<file path="config.mk">
export PLATFORM = sky130hd
export DESIGN_NAME = mod_reconstruct
export DESIGN_NICKNAME = d
export VERILOG_FILES = /design/src/rtl/mod_pkg.sv /design/src/rtl/mod_reconstruct.sv
export SDC_FILE = /design/constraint.sdc
export NUM_CORES = 1
export LEC_CHECK = 0
export BUFFER_PORTS_ARGS = -buffer_cell sky130_fd_sc_hd__buf_2
export CORE_ASPECT_RATIO = 0.8
export CORE_MARGIN = 10
export CORE_UTILIZATION = 33
export DETAILED_ROUTE_END_ITERATION = 16
export HOLD_SLACK_MARGIN = 0.08
export MAX_ROUTING_LAYER = met4
export PLACE_DENSITY = 0.56
export SYNTH_ARGS = -nofsm -noshare
export SYNTH_HDL_FRONTEND = slang
export SYNTH_SLANG_ARGS = --single-unit
export TNS_END_PERCENT = 30
</file>
<file path="constraint.sdc">
create_clock -name Clk -period 4.9 [get_ports Clk]
set_input_delay 0.98 -clock Clk [delete_from_list [all_inputs] [get_ports Clk]]
set_output_delay 0.98 -clock Clk [all_outputs]
set_load 0.02 [all_outputs]
</file>
<file path="src/rtl/mod_pkg.sv">
// rtl/mod_pkg.sv - shared types and constants for mod_reconstruct
package mod_pkg;

  localparam int DATAWIDTH_DEF = 8;

  typedef enum logic [1:0] {
    IDLE = 2'd0,
    RUN  = 2'd1,
    DONE = 2'd2
  } state_e;

  function automatic int cnt_width(input int n);
    return $clog2(n + 1);
  endfunction

endpackage

</file>
<file path="src/rtl/mod_reconstruct.sv">
// rtl/mod_reconstruct.sv - rebuilds a = q*b + r by shift-add, one quotient bit per cycle
// Optional operand-consistency flag enabled by MOD_RECONSTRUCT_CHECK_EN.
module mod_reconstruct
  import mod_pkg::*;
#(
  parameter int DATAWIDTH = DATAWIDTH_DEF
) (
  input  logic                     Clk,
  input  logic                     Rst,
  input  logic                     start,
  input  logic [DATAWIDTH-1:0]     q,
  input  logic [DATAWIDTH-1:0]     b,
  input  logic [DATAWIDTH-1:0]     r,
  output logic [2*DATAWIDTH-1:0]   a,
  output logic                     busy,
  output logic                     done,
  output logic                     err
);

  localparam int CW = cnt_width(DATAWIDTH);
  localparam int AW = 2 * DATAWIDTH;

  state_e               state_q, state_d;
  logic [DATAWIDTH-1:0] q_sh_q, q_sh_d;
  logic [AW-1:0]        b_sh_q, b_sh_d;
  logic [AW-1:0]        acc_q, acc_d;
  logic [AW-1:0]        a_q, a_d;
  logic [AW-1:0]        sum;
  logic [CW-1:0]        cnt_q, cnt_d;
  logic                 load;

  always_comb begin
    state_d = state_q;
    q_sh_d  = q_sh_q;
    b_sh_d  = b_sh_q;
    acc_d   = acc_q;
    cnt_d   = cnt_q;
    a_d     = a_q;
    load    = 1'b0;
    sum     = q_sh_q[0] ? (acc_q + b_sh_q) : acc_q;

    case (state_q)
      IDLE: load = start;
      RUN: begin
        acc_d  = sum;
        b_sh_d = b_sh_q << 1;
        q_sh_d = q_sh_q >> 1;
        cnt_d  = cnt_q - 1'b1;
        if (cnt_q == CW'(1)) begin
          a_d     = sum;
          state_d = DONE;
        end
      end
      DONE: begin
        load    = start;
        state_d = IDLE;
      end
      default: state_d = IDLE;
    endcase

    // Capture shared by IDLE and DONE so back-to-back starts lose no cycle.
    if (load) begin
      q_sh_d  = q;
      b_sh_d  = AW'(b);
      acc_d   = AW'(r);
      cnt_d   = CW'(DATAWIDTH);
      state_d = RUN;
    end
  end

  always_ff @(posedge Clk or posedge Rst) begin
    if (Rst) begin
      state_q <= IDLE;
      q_sh_q  <= '0;
      b_sh_q  <= '0;
      acc_q   <= '0;
      cnt_q   <= '0;
      a_q     <= '0;
    end else begin
      state_q <= state_d;
      q_sh_q  <= q_sh_d;
      b_sh_q  <= b_sh_d;
      acc_q   <= acc_d;
      cnt_q   <= cnt_d;
      a_q     <= a_d;
    end
  end

  assign a    = a_q;
  assign busy = (state_q == RUN);
  assign done = (state_q == DONE);

`ifdef MOD_RECONSTRUCT_CHECK_EN
  logic bad_q, bad_d;

  always_comb begin
    bad_d = bad_q;
    if (load) bad_d = (b == '0) || (r >= b);
  end

  always_ff @(posedge Clk or posedge Rst) begin
    if (Rst) bad_q <= 1'b0;
    else     bad_q <= bad_d;
  end

  assign err = done & bad_q;
`else
  assign err = 1'b0;
`endif

endmodule

</file>
==> results of run 1 <==
[cell type report]
class / instances / area (um^2)
sequential: 62 / 1550
multi-input combinational: 239 / 1610
inverter: 7 / 26.3
tap: 119 / 149
fill: 969 / 5770
timing repair buffer: 47 / 243
clock buffer: 14 / 264
clock inverter: 1 / 5.00
[per-stage QoR]
| stage | setup WS [ps] | instance area (um^2) | hold WS (ps) | util [%] |
|---|---|---|---|---|
| floorplan | 2380 | 3250 | 446 | - |
| global placement | 2140 | 3570 | 459 | 37.2 |
| detailed placement | 2100 | 3570 | 463 | 37.2 |
| CTS | 2030 | 3840 | 475 | 40.0 |
| global route | 1800 | 3840 | 505 | 40.0 |
| finish | 2050 | 3840 | 473 | 40.0 |
[layout by cell type, fill, tap and decap left out, types with 2 or more instances in the layout]
master	count
sky130_fd_sc_hd__dfrtp_1	62
sky130_fd_sc_hd__nor2b_1	2
sky130_fd_sc_hd__nor2_1	6
sky130_fd_sc_hd__nand2_1	63
sky130_fd_sc_hd__clkbuf_1	3
sky130_fd_sc_hd__nand3_1	2
sky130_fd_sc_hd__a21o_1	2
sky130_fd_sc_hd__clkbuf_16	9
sky130_fd_sc_hd__xor2_1	7
sky130_fd_sc_hd__o21ai_1	4
sky130_fd_sc_hd__nand2b_1	4
sky130_fd_sc_hd__o21ai_0	27
sky130_fd_sc_hd__buf_2	44
sky130_fd_sc_hd__o211ai_1	2
sky130_fd_sc_hd__mux2i_1	11
sky130_fd_sc_hd__and3_1	7
sky130_fd_sc_hd__a22oi_1	19
sky130_fd_sc_hd__inv_2	2
sky130_fd_sc_hd__a31oi_1	4
sky130_fd_sc_hd__inv_1	5
sky130_fd_sc_hd__buf_4	3
sky130_fd_sc_hd__a21oi_1	11
sky130_fd_sc_hd__clkbuf_8	2
sky130_fd_sc_hd__a31o_2	6
sky130_fd_sc_hd__nor3b_1	2
sky130_fd_sc_hd__a32oi_1	2
sky130_fd_sc_hd__xnor2_1	9
sky130_fd_sc_hd__ha_1	17
sky130_fd_sc_hd__a22o_1	10
[cells in the mapped netlist (all sizes together) (2+ instances only)]
cell type | number | area share (%)
inv | 7 | 0.81
a22o | 11 | 3.0
o21ai | 32 | 5.0
a31o | 7 | 1.9
clkbuf | 14 | 1.6
a31oi | 5 | 1.2
o211ai | 2 | 0.46
a21o | 2 | 0.46
ha | 17 | 6.6
nor3b | 2 | 0.46
buf | 3 | 0.50
nor2b | 3 | 0.58
nor2 | 7 | 0.81
nand3 | 3 | 0.62
nand2 | 63 | 7.3
xor2 | 7 | 1.9
nand2b | 4 | 0.77
a21oi | 12 | 2.0
a32oi | 2 | 0.54
and3 | 7 | 1.3
a22oi | 19 | 4.4
mux2i | 12 | 3.8
dfrtp | 62 | 48
xnor2 | 9 | 2.4
[worst max path at each step]
stage	from	to	slack (ps)	cells after the start
CTS	state_q[1]$_DFFE_PP0P_	busy	2030	3
global route	state_q[1]$_DFFE_PP0P_	a[14]$_DFFE_PP0P_	1800	6
finish	state_q[1]$_DFFE_PP0P_	busy	2050	3
global placement	state_q[1]$_DFFE_PP0P_	a[14]$_DFFE_PP0P_	2140	6
floorplan	Rst	a[0]$_DFFE_PP0P_	2380	1
detailed placement	state_q[1]$_DFFE_PP0P_	a[14]$_DFFE_PP0P_	2100	6
[flip-flops by register name (all words and copies together) (netlist names)]
signal / flops
q_sh_q: 8
a: 16
cnt_q: 4
acc_q: 16
state_q: 2
b_sh_q: 16
[worst max-delay path, stage by stage, from the launching register on]
cell                       delay [ps]
sky130_fd_sc_hd__dfrtp_1          360
sky130_fd_sc_hd__nand2b_1         310
sky130_fd_sc_hd__inv_2            570
sky130_fd_sc_hd__buf_2            290
[per-layer routing]
layer  vias up  part of all wire, %  GRT usage (%)
met1      1201                   52           16.3
met3         6                  5.2           4.46
met5         -                    0              -
met2        43                   42           16.2
li1       1255                    -              -
met4         0                 0.88           3.57
[power by group through the flow]
stage / Sequential, mW / Clock [mW] / Combinational (mW)
6_report: 0.909 / 0.573 / 1.39
5_1_grt: 0.940 / 0.616 / 1.57
4_1_cts: 0.909 / 0.592 / 1.40
3_5_place_dp: 0.917 / 0 / 1.39
3_3_place_gp: 0.915 / 0 / 1.38
2_1_floorplan: 0.936 / 0 / 1.02
[logic make-up (layout without fill, tap and decap cells)]
logic type,Yosys count,after routing
flops,62,62
other cells,1,1
mux,13,13
xor+xnor,16,16
simple gates,95,95
buf+inv,24,69
fa+ha+maj,18,18
compound gates,96,96
==> run metrics, run 1 <==
GRT Overall Usage=12.0%; CTS Root Buffer Type=sky130_fd_sc_hd__clkbuf_16; quantity of hold-fixing buffers added after cts=0; Critical Path Fanout Max=35; Remaining DRCs=0; unrepaired setup endpoints after global routing=false; Worst Setup End Kind=output pin; drt initial violations=189; Final Power=2.87 mW; Worst Path Required=a little under 4000 ps; initial antenna violation count=0; maximum count of clock buffers along a single path=2; Crit path arrival time=1870 ps; share of power burned in the clock network=20.0%; routed wirelength normalized by instance count=16.3 um; antenna-violating nets left=0; Peak VDD IR=0.000248 V; outcome=completed; largest clock skew in the final design=5.16 ps; Post-CTS Repair Setup Buffers=0; design internal power=1.66 mW; DR vias=2,505; dominant synthesized flop cell=sky130_fd_sc_hd__dfrtp_1; worst reg-to-reg path cell count=6; shortest period the worst path allows=~2800 ps; classification of the worst setup path=reg2out; critical register-to-register path startpoint=state_q[1]$_DFFE_PP0P_; Final Setup Violations=0; largest family of logic cells by synthesized area=compound AO/OA/AOI/OAI gates; maximum number of pins on one net before global-route repair=63; fmax=351 MHz; worst min-delay path category=reg2reg; Die Y=109 um; reg-to-reg endpoint=a[14]$_DFFE_PP0P_; number of maximum-capacitance constraint violations=0; final hold viol count=0; first-pass iteration count of the detailed router=4; wire length of the first global-routing pass=approximately 13,000 um; slew of the pin with the lowest slew margin=1080 ps; number of distinct library cells after synthesis=48; post-CTS resize count=0; Skew-Pair Late Insertion Delay=between 300 and 400 ps; portion of the post-synthesis area used by sequential elements=47.8%; cell count of the worst hold path=2; cell count after synthesis=325; fraction of registers with async set/reset=100%; aggregate routed wire length=about 8000 um; Synth Cell Area=3250 um^2; vias in the first global route=2,448; Layout Nets=411; Post-synth EDFFs=0; # clock sinks=62; CTS tree=built; H-tree lvl count=3; xor/xnor cell area share of the yosys netlist=4.32%; number of placed instances, taps included=474; register share of total power=around a third; floorplan die area=14,200 um^2; internal reg-to-reg setup slack=between 2000 and 2500 ps; post-synthesis area per instance=9.99 um^2; terminating pin of the worst hold path=q_sh_q[1]$_DFFE_PP0P_; Num CTS Buffers=9; synthesized-area fraction occupied by adder cells=7.17%; combinational group share of total power=between 40% and 50%; ratio of cells with drive above 1 in the final layout=20.8%; P_sw=1.21 mW; Post-Route Setup TNS=0 ps; ant diodes=0; Leak=about 1.9 nW; weighted congestion at the end of routability-driven global placement=0.831; switching share of power=a little over two fifths; site row count=32; Hold Path Origin=q_sh_q[1]$_DFFE_PP0P_; count of pins over their slew limit=0; core area=around 9600 um^2; quantity of I/O buffers inserted on ports=44; synthesized flop and latch total=62; dpl hpwl=between 5000 and 6000 um; clock transition time at the flip-flop clock pins of the worst setup and hold paths=50 ps; count of boundary I/O pins=46; Yosys warning total=0; final worst-path cycle share=58.1%; effective utilization at floorplan=33.8%; max_slew headroom=roughly 28%; post-synthesis mux area share=4.16%; power density normalized to cell area=approximately 750 nW/um^2; GR Overflow Total=0; per-cell via count in the routed design=about 5.1; crit path launch type=register; layout overhead on the synthesized area=18.4%; Compound-Gate Fraction of Synth Area=20.4%; simple-gate share of the synthesized area=a little over an eighth; Final Non-Filler Cells=489; Die Wd=roughly 130 um; number of nets in the synthesized netlist=370
No activity file was read; power rests on OpenSTA's default activity.
==> run 2, diff against run 1 <==
Settings changed: ABC_AREA set to 1, PLACE_DENSITY 0.56 to 0.57.
Clock period 4.9 ns to 2.6 ns, I/O delays scaled along.
==> run 2 against run 1 <==
Net effect:
- die area increased by 12%
- clock skew increased by 2.2 ps
- clock-buffer cell count shrank 4
- sequential cell count stayed put
- register-to-register slack worse by 1500 ps
- setup slack lost 1400 ps
- cell area increased by 14%
- non-clock buffer count increased by 3
- critical endpoint is now a[12]$_DFFE_PP0P_
- largest cell class unchanged
- highest routed layer unchanged
==> run metrics, run 2 <==
Setup WS post-layout=671 ps (-1380 ps); crit path launch type=register; Commonest cells post-synth=sky130_fd_sc_hd__nand2_1 (142), sky130_fd_sc_hd__inv_1 (69), sky130_fd_sc_hd__dfrtp_1 (62); library cell occupying the most area in the post-synthesis netlist=sky130_fd_sc_hd__dfrtp_1; Yosys warning total=0 (unchanged); # clock sinks=62 (unchanged); classification of the worst setup path=reg2reg; most frequent standard cell in the layout excluding fill and tap cells=sky130_fd_sc_hd__nand2_1; number of maximum-capacitance constraint violations=0 (unchanged); number of nets in the synthesized netlist=512 (+38%); floorplan die area=15,900 um^2 (+12%); internal reg-to-reg setup slack=670 ps (-1480 ps); routed wirelength normalized by instance count=13.9 um (-15%); final hold viol count=0 (unchanged); CTS tree=built; Post-synth EDFFs=0 (unchanged); fmax=518 MHz; final worst-path cycle share=74.2%; site row count=34 (+6.3%); number of distinct library cells after synthesis=43 (-10%); post-synthesis area per instance=7.94 um^2 (-21%); switching share of power=45.6% (+3.5 points); Layout Nets=557 (+36%); grt met2 use=17.7% (+1.6 points); Post-Route Setup TNS=0 ps (unchanged); post-placement setup slack=704 ps (-1400 ps); maximum count of clock buffers along a single path=2 (unchanged); slew of the pin with the lowest slew margin=562 ps (-513 ps); most used cells in the layout excluding fill and tap cells=sky130_fd_sc_hd__nand2_1 (142), sky130_fd_sc_hd__inv_1 (68), sky130_fd_sc_hd__dfrtp_1 (62); dpl hpwl=6810 um (+23%); count of boundary I/O pins=46 (unchanged); Leak=2.29 nW (+22%); worst min-delay path category=in2async; count of pins over their slew limit=0 (unchanged); Post-CTS Repair Setup Buffers=0 (unchanged); vias in the first global route=3,196 (+31%); DR vias=3,125 (+25%); quantity of I/O buffers inserted on ports=44 (unchanged); drt initial violations=188 (-0.53%); GRT Overall Usage=12.6% (+0.60 points); synth top area cells=sky130_fd_sc_hd__dfrtp_1 (42%), sky130_fd_sc_hd__nand2_1 (14%), sky130_fd_sc_hd__inv_1 (7.0%); Peak VDD IR=0.000680 V (+170%); CTS Root Buffer Type=sky130_fd_sc_hd__clkbuf_16; cell count after synthesis=467 (+44%); layout overhead on the synthesized area=17.7%; P_sw=3.02 mW (+150%); critical register-to-register path startpoint=acc_q[0]$_DFFE_PP0P_; H-tree lvl count=3 (unchanged); largest clock skew in the final design=7.36 ps (+2.20 ps); initial antenna violation count=0 (unchanged); GRT met3 Usage=3.46% (-1.0 points); outcome=completed; shortest period the worst path allows=1930 ps; ant diodes=0 (unchanged); Num CTS Buffers=9 (unchanged); Worst Path Required=2820 ps (-1100 ps); core area=10,900 um^2 (+14%); clock transition time at the flip-flop clock pins of the worst setup and hold paths=60 ps (about the same); maximum number of pins on one net before global-route repair=40 (-37%); unrepaired setup endpoints after global routing=false; combinational group share of total power=54.5% (+6.1 points); portion of the post-synthesis area used by sequential elements=41.8% (-5.9 points); met1 demand-to-capacity share in global routing=16.8% (+0.59 points); Yosys top cell area share=41.8% (-5.9 points); register share of total power=26.2% (-5.4 points); Skew-Pair Late Insertion Delay=330 ps (about the same); Die Y=115 um (+5.6%); Critical Path Fanout Max=3 (-91%); worst reg-to-reg path cell count=11 (+5); Crit path arrival time=2150 ps (+280 ps); fraction of registers with async set/reset=100% (unchanged); Synth Cell Area=3710 um^2 (+14%); global-route layer with the greatest usage=met2; share of power burned in the clock network=19.3% (-0.7 points); design internal power=3.61 mW (+120%); wire length of the first global-routing pass=15,800 um (+23%); first-pass iteration count of the detailed router=4 (unchanged); Worst Setup End Kind=register; GR Overflow Total=0 (unchanged); synthesized flop and latch total=62 (unchanged); max_slew headroom=62.5% (+34 points); antenna-violating nets left=0 (unchanged); most frequent cell after synthesis=sky130_fd_sc_hd__nand2_1; Die Wd=139 um (+5.8%); effective utilization at floorplan=33.9% (+0.13 points); dominant synthesized flop cell=sky130_fd_sc_hd__dfrtp_1; per-cell via count in the routed design=4.73 (-7.7%); post-CTS resize count=0 (unchanged); power density normalized to cell area=1520 nW/um^2 (+100%); quantity of hold-fixing buffers added after cts=0 (unchanged); weighted congestion at the end of routability-driven global placement=0.900 (+8.3%); aggregate routed wire length=9200 um (+16%); reg-to-reg endpoint=a[12]$_DFFE_PP0P_; Worst Hold Margin=237 ps (-236 ps); Remaining DRCs=0 (unchanged); Final Setup Violations=0 (unchanged); ratio of cells with drive above 1 in the final layout=19.9% (-0.89 points)
==> run 2: cell types whose count changed in the layout (fill, tap and decap cells not counted), sizes merged, moves of 6 or more <==
cell and delta:
or2 +10, and3 -7, mux2i -12, o221ai +14
inv +70, a22o -8, xor2 -6, o22ai +8
nand3 +36, o21ai -14, nand2 +89, a22oi -19
a31o -7, nor2 +8
==> run 2: final cells by class <==
class	instances	area [um^2]
fill	1129	6570
multi-input combinational	312	1750
sequential	62	1550
inverter	77	289
timing repair buffer	50	278
clock buffer	10	229
tap	144	180
clock inverter	6	86.3
==> run 2: worst max-delay path by stage <==
| stage | to | slack, ps | cells after the start | startpoint |
|---|---|---|---|---|
| after detailed placement | acc_q[12]$_DFFE_PP0P_ | 700 | 11 | acc_q[0]$_DFFE_PP0P_ |
| after global routing | a[10]$_DFFE_PP0P_ | 480 | 12 | acc_q[0]$_DFFE_PP0P_ |
| after global placement | a[12]$_DFFE_PP0P_ | 730 | 11 | acc_q[0]$_DFFE_PP0P_ |
| final | a[12]$_DFFE_PP0P_ | 670 | 11 | acc_q[0]$_DFFE_PP0P_ |
| after CTS | acc_q[12]$_DFFE_PP0P_ | 680 | 11 | acc_q[0]$_DFFE_PP0P_ |
| after floorplan | a[0]$_DFFE_PP0P_ | 540 | 1 | Rst |
==> run 2: critical path: stages (launching register included) <==
cell	delay [ps]
sky130_fd_sc_hd__dfrtp_1	400
sky130_fd_sc_hd__ha_1	210
sky130_fd_sc_hd__fa_1	420
sky130_fd_sc_hd__nand2_1	100
sky130_fd_sc_hd__nand2_1	70
sky130_fd_sc_hd__and2_4	150
sky130_fd_sc_hd__nand3_1	80
sky130_fd_sc_hd__nand3_1	80
sky130_fd_sc_hd__nand2_1	60
sky130_fd_sc_hd__nand3_1	110
sky130_fd_sc_hd__nand3_1	100
sky130_fd_sc_hd__nand2_1	50
==> run 2: layer usage <==
metal,vias to the layer above,share of wire (%)
met5,-,0
met4,0,0.64
met1,1463,54
met2,68,42
li1,1588,-
met3,6,4.0
==> run 2: kinds of logic after synthesis <==
group                    count (synthesis)  share of synthesized area, %
AO/OA/AOI/OAI                           63                          11.4
XOR/XNOR                                 6                          1.42
adder cells (fa/ha/maj)                 18                          6.28
buffers and inverters                   93                          11.0
flip-flops                              62                          41.8
other                                    1                         0.101
AND/OR/NAND/NOR                        224                          28.0
==> run 2: power by group through the flow <==
stage,Combinational [mW],Clock (mW),Sequential [mW]
2_1_floorplan,2.72,0,1.82
3_3_place_gp,3.57,0,1.74
3_5_place_dp,3.62,0,1.75
4_1_cts,3.64,1.30,1.74
5_1_grt,4.17,1.35,1.80
6_report,3.62,1.28,1.73
==> run 2: metrics by stage <==
stage / area (um^2) / util, % / power (mW) / instances
6_report: 4360 / 39.9 / 6.63 / 661
3_3_place_gp: 4050 / 37.0 / 5.31 / 645
3_5_place_dp: 4050 / 37.0 / 5.37 / 645
5_1_grt: 4360 / 39.9 / 7.32 / 661
4_1_cts: 4360 / 39.9 / 6.69 / 661
2_1_floorplan: 3710 / - / 4.54 / 467
==> run 3, diff against run 2 <==
Clock period 2.6 ns to 1.6 ns, I/O delays scaled along.
==> run 3 against run 2 <==
Net effect:
- highest routed layer unchanged
- critical endpoint is now a[14]$_DFFE_PP0P_
- the run now ends with setup timing left
- register-to-register slack got worse by 910 ps
- die area unchanged
- sequential cell count unchanged
- total power increased by 84%
==> run metrics, run 3 (synthesis gave the netlist of run 2 again) <==
vias in the first global route=3,402 (+6.4%); largest incremental delay on the critical path=380 ps (-40 ps); dpl hpwl=7210 um (+5.7%); count of buffering cells on the critical path with inverters included=0 (unchanged); Die Wd=139 um (unchanged); site row count=34 (unchanged); classification of the worst setup path=reg2reg; # clock sinks=62 (unchanged); Worst Path Required=1830 ps (-990 ps); per-cell via count in the routed design=4.70 (-0.49%); crit path launch type=register; floorplan die area=15,900 um^2 (unchanged); Layout Nets=586 (+5.2%); power density normalized to cell area=2520 nW/um^2 (+66%); quantity of I/O buffers inserted on ports=44 (unchanged); Setup WS post-layout=-236 ps (-907 ps); worst reg-to-reg path cell count=12 (+1); internal reg-to-reg setup slack=-240 ps (-910 ps); cell count of the worst hold path=3; weighted congestion at the end of routability-driven global placement=0.942 (+4.7%); core area=10,900 um^2 (unchanged); Die Y=115 um (unchanged); critical-path cell list=ha_2 -> fa_2 -> nand2_2 -> nand2_2 -> nand3b_1 -> nand2_2 -> nand2_2 -> nand2_1 -> nand2_1 -> nand3_2 -> nand3_1 -> nand2_1; aggregate routed wire length=9850 um (+7.1%); effective utilization at floorplan=33.9% (unchanged); violations in the final reports=setup timing; H-tree lvl count=3 (unchanged); shortest period the worst path allows=1840 ps (-93.1 ps); Remaining DRCs=0 (unchanged); critical register-to-register path startpoint=b_sh_q[0]$_DFFE_PP0P_; clock transition time at the flip-flop clock pins of the worst setup and hold paths=60 ps (about the same); Critical Path Fanout Max=3 (unchanged); routed wirelength normalized by instance count=14.3 um (+2.6%); number of maximum-capacitance constraint violations=0 (unchanged); largest clock skew in the final design=5.24 ps (-2.12 ps); Num CTS Buffers=9 (unchanged); slowest stage cell, crit path=sky130_fd_sc_hd__dfrtp_1; cell type group with the largest total delay on the critical path=simple AND/OR/NAND/NOR gates; ant diodes=0 (unchanged); total placed instance area=4250 um^2 (+5.0%); Leak=2.44 nW (+6.3%); Skew-Pair Late Insertion Delay=340 ps (about the same); Post-Route Setup TNS=-2650 ps (-2650 ps); Crit path arrival time=2070 ps (-80 ps); GR Overflow Total=0 (unchanged); critical path's most frequent cell=sky130_fd_sc_hd__nand2_2; wire length of the first global-routing pass=16,900 um (+7.3%); Final Setup Violations=19 (+19); final worst-path cycle share=115% (+41 points); DR vias=3,246 (+3.9%); first-pass iteration count of the detailed router=7 (+3); Final Power=12.2 mW (+84%); GRT Overall Usage=13.3% (+0.72 points); post-layout util=44.1% (+4.2 points); summed area of non-filler cells in the final layout=4820 um^2 (+10%); terminating pin of the worst hold path=q_sh_q[5]$_DFFE_PP0P_; most used cells in the layout excluding fill and tap cells=sky130_fd_sc_hd__nand2_1 (130), sky130_fd_sc_hd__inv_1 (67), sky130_fd_sc_hd__dfrtp_1 (62); antenna-violating nets left=0 (unchanged); Worst Setup End Kind=register; Fillers=1,093 (-3.2%); reg-to-reg endpoint=a[14]$_DFFE_PP0P_; CTS Root Buffer Type=sky130_fd_sc_hd__clkbuf_16; fmax=545 MHz (+5.1%); most frequent standard cell in the layout excluding fill and tap cells=sky130_fd_sc_hd__nand2_1; initial antenna violation count=0 (unchanged); CTS tree=built; count of boundary I/O pins=46 (unchanged); maximum number of pins on one net before global-route repair=28 (-30%); Peak VDD IR=0.000960 V (+41%); maximum count of clock buffers along a single path=2 (unchanged); Hold Path Origin=q[5]; Worst Hold Margin=191 ps (-46.0 ps); unrepaired setup endpoints after global routing=true; ratio of cells with drive above 1 in the final layout=30.4% (+10 points); final hold viol count=0 (unchanged); worst min-delay path category=in2reg; drt initial violations=171 (-9.0%); count of pins over their slew limit=0 (unchanged); layout overhead on the synthesized area=30.0%; outcome=finished, violations left
-- run 3: cell types whose count changed in the layout (fill, tap and decap cells not counted), moves of 4 or more --
cell and delta:
sky130_fd_sc_hd__ha_1 -12, sky130_fd_sc_hd__nand2_2 +8, sky130_fd_sc_hd__nand2_1 -12, sky130_fd_sc_hd__buf_4 +27, sky130_fd_sc_hd__ha_4 +11, sky130_fd_sc_hd__clkinvlp_4 +4, sky130_fd_sc_hd__nand2_4 +4
-- run 3: worst max path at each step --
| stage | start | slack, ps | end | cells past startpoint |
|---|---|---|---|---|
| CTS | b_sh_q[0]$_DFFE_PP0P_ | -220 | acc_q[14]$_DFFE_PP0P_ | 12 |
| detailed placement | b_sh_q[0]$_DFFE_PP0P_ | -350 | acc_q[14]$_DFFE_PP0P_ | 12 |
| global placement | b_sh_q[0]$_DFFE_PP0P_ | -250 | a[14]$_DFFE_PP0P_ | 12 |
| finish | b_sh_q[0]$_DFFE_PP0P_ | -240 | a[14]$_DFFE_PP0P_ | 12 |
| global route | b_sh_q[0]$_DFFE_PP0P_ | -380 | acc_q[6]$_DFFE_PP0P_ | 10 |
| floorplan | b_sh_q[0]$_DFFE_PP0P_ | -140 | a[8]$_DFFE_PP0P_ | 11 |
-- run 3: cell type report --
type	count	area, um^2	share of cell area (%)
Timing Repair Buffer	79	510	10.6
Sequential cell	62	1550	32.2
Tap cell	144	180	3.74
Clock buffer	9	225	4.67
Clock inverter	7	73.8	1.53
Inverter	77	293	6.07
Multi-Input combinational cell	312	1990	41.2
-- run 3: stage by stage --
step,setup WS (ps),std cells
after floorplan,-138,467
after global placement,-251,670
after detailed placement,-353,670
after CTS,-224,689
after global routing,-380,690
final,-236,690
-- run 3: timing repair --
action                                  4_1_cts  5_1_grt
pin swaps                                     5        6
resized for setup                            23       16
buffers inserted                              2        1
hold buffers                                  1        0
gates cloned                                  0        0
endpoints found under the setup margin       26       28
hold endpoints to repair                     13        0
-- run 3: worst min-delay path: stages --
cell	delay (ps)
sky130_fd_sc_hd__buf_2	70
sky130_fd_sc_hd__nand2_1	40
sky130_fd_sc_hd__o221ai_1	50
-- run 3: routing by layer --
layer / GRT usage, % / up-vias / part of all wire (%)
met5: - / - / 0
met4: 4.63 / 0 / 1.7
met3: 3.71 / 14 / 4.1
met2: 19.4 / 69 / 42
met1: 17.4 / 1521 / 52
li1: - / 1642 / -
-- run 3: power by group --
part / internal, mW / switching [mW] / leakage (nW)
Sequential: 2.34 / 0.588 / 0.761
Clock: 1.21 / 0.771 / 0.134
Combinational: 3.14 / 4.12 / 1.54
Total: 6.68 / 5.48 / 2.44
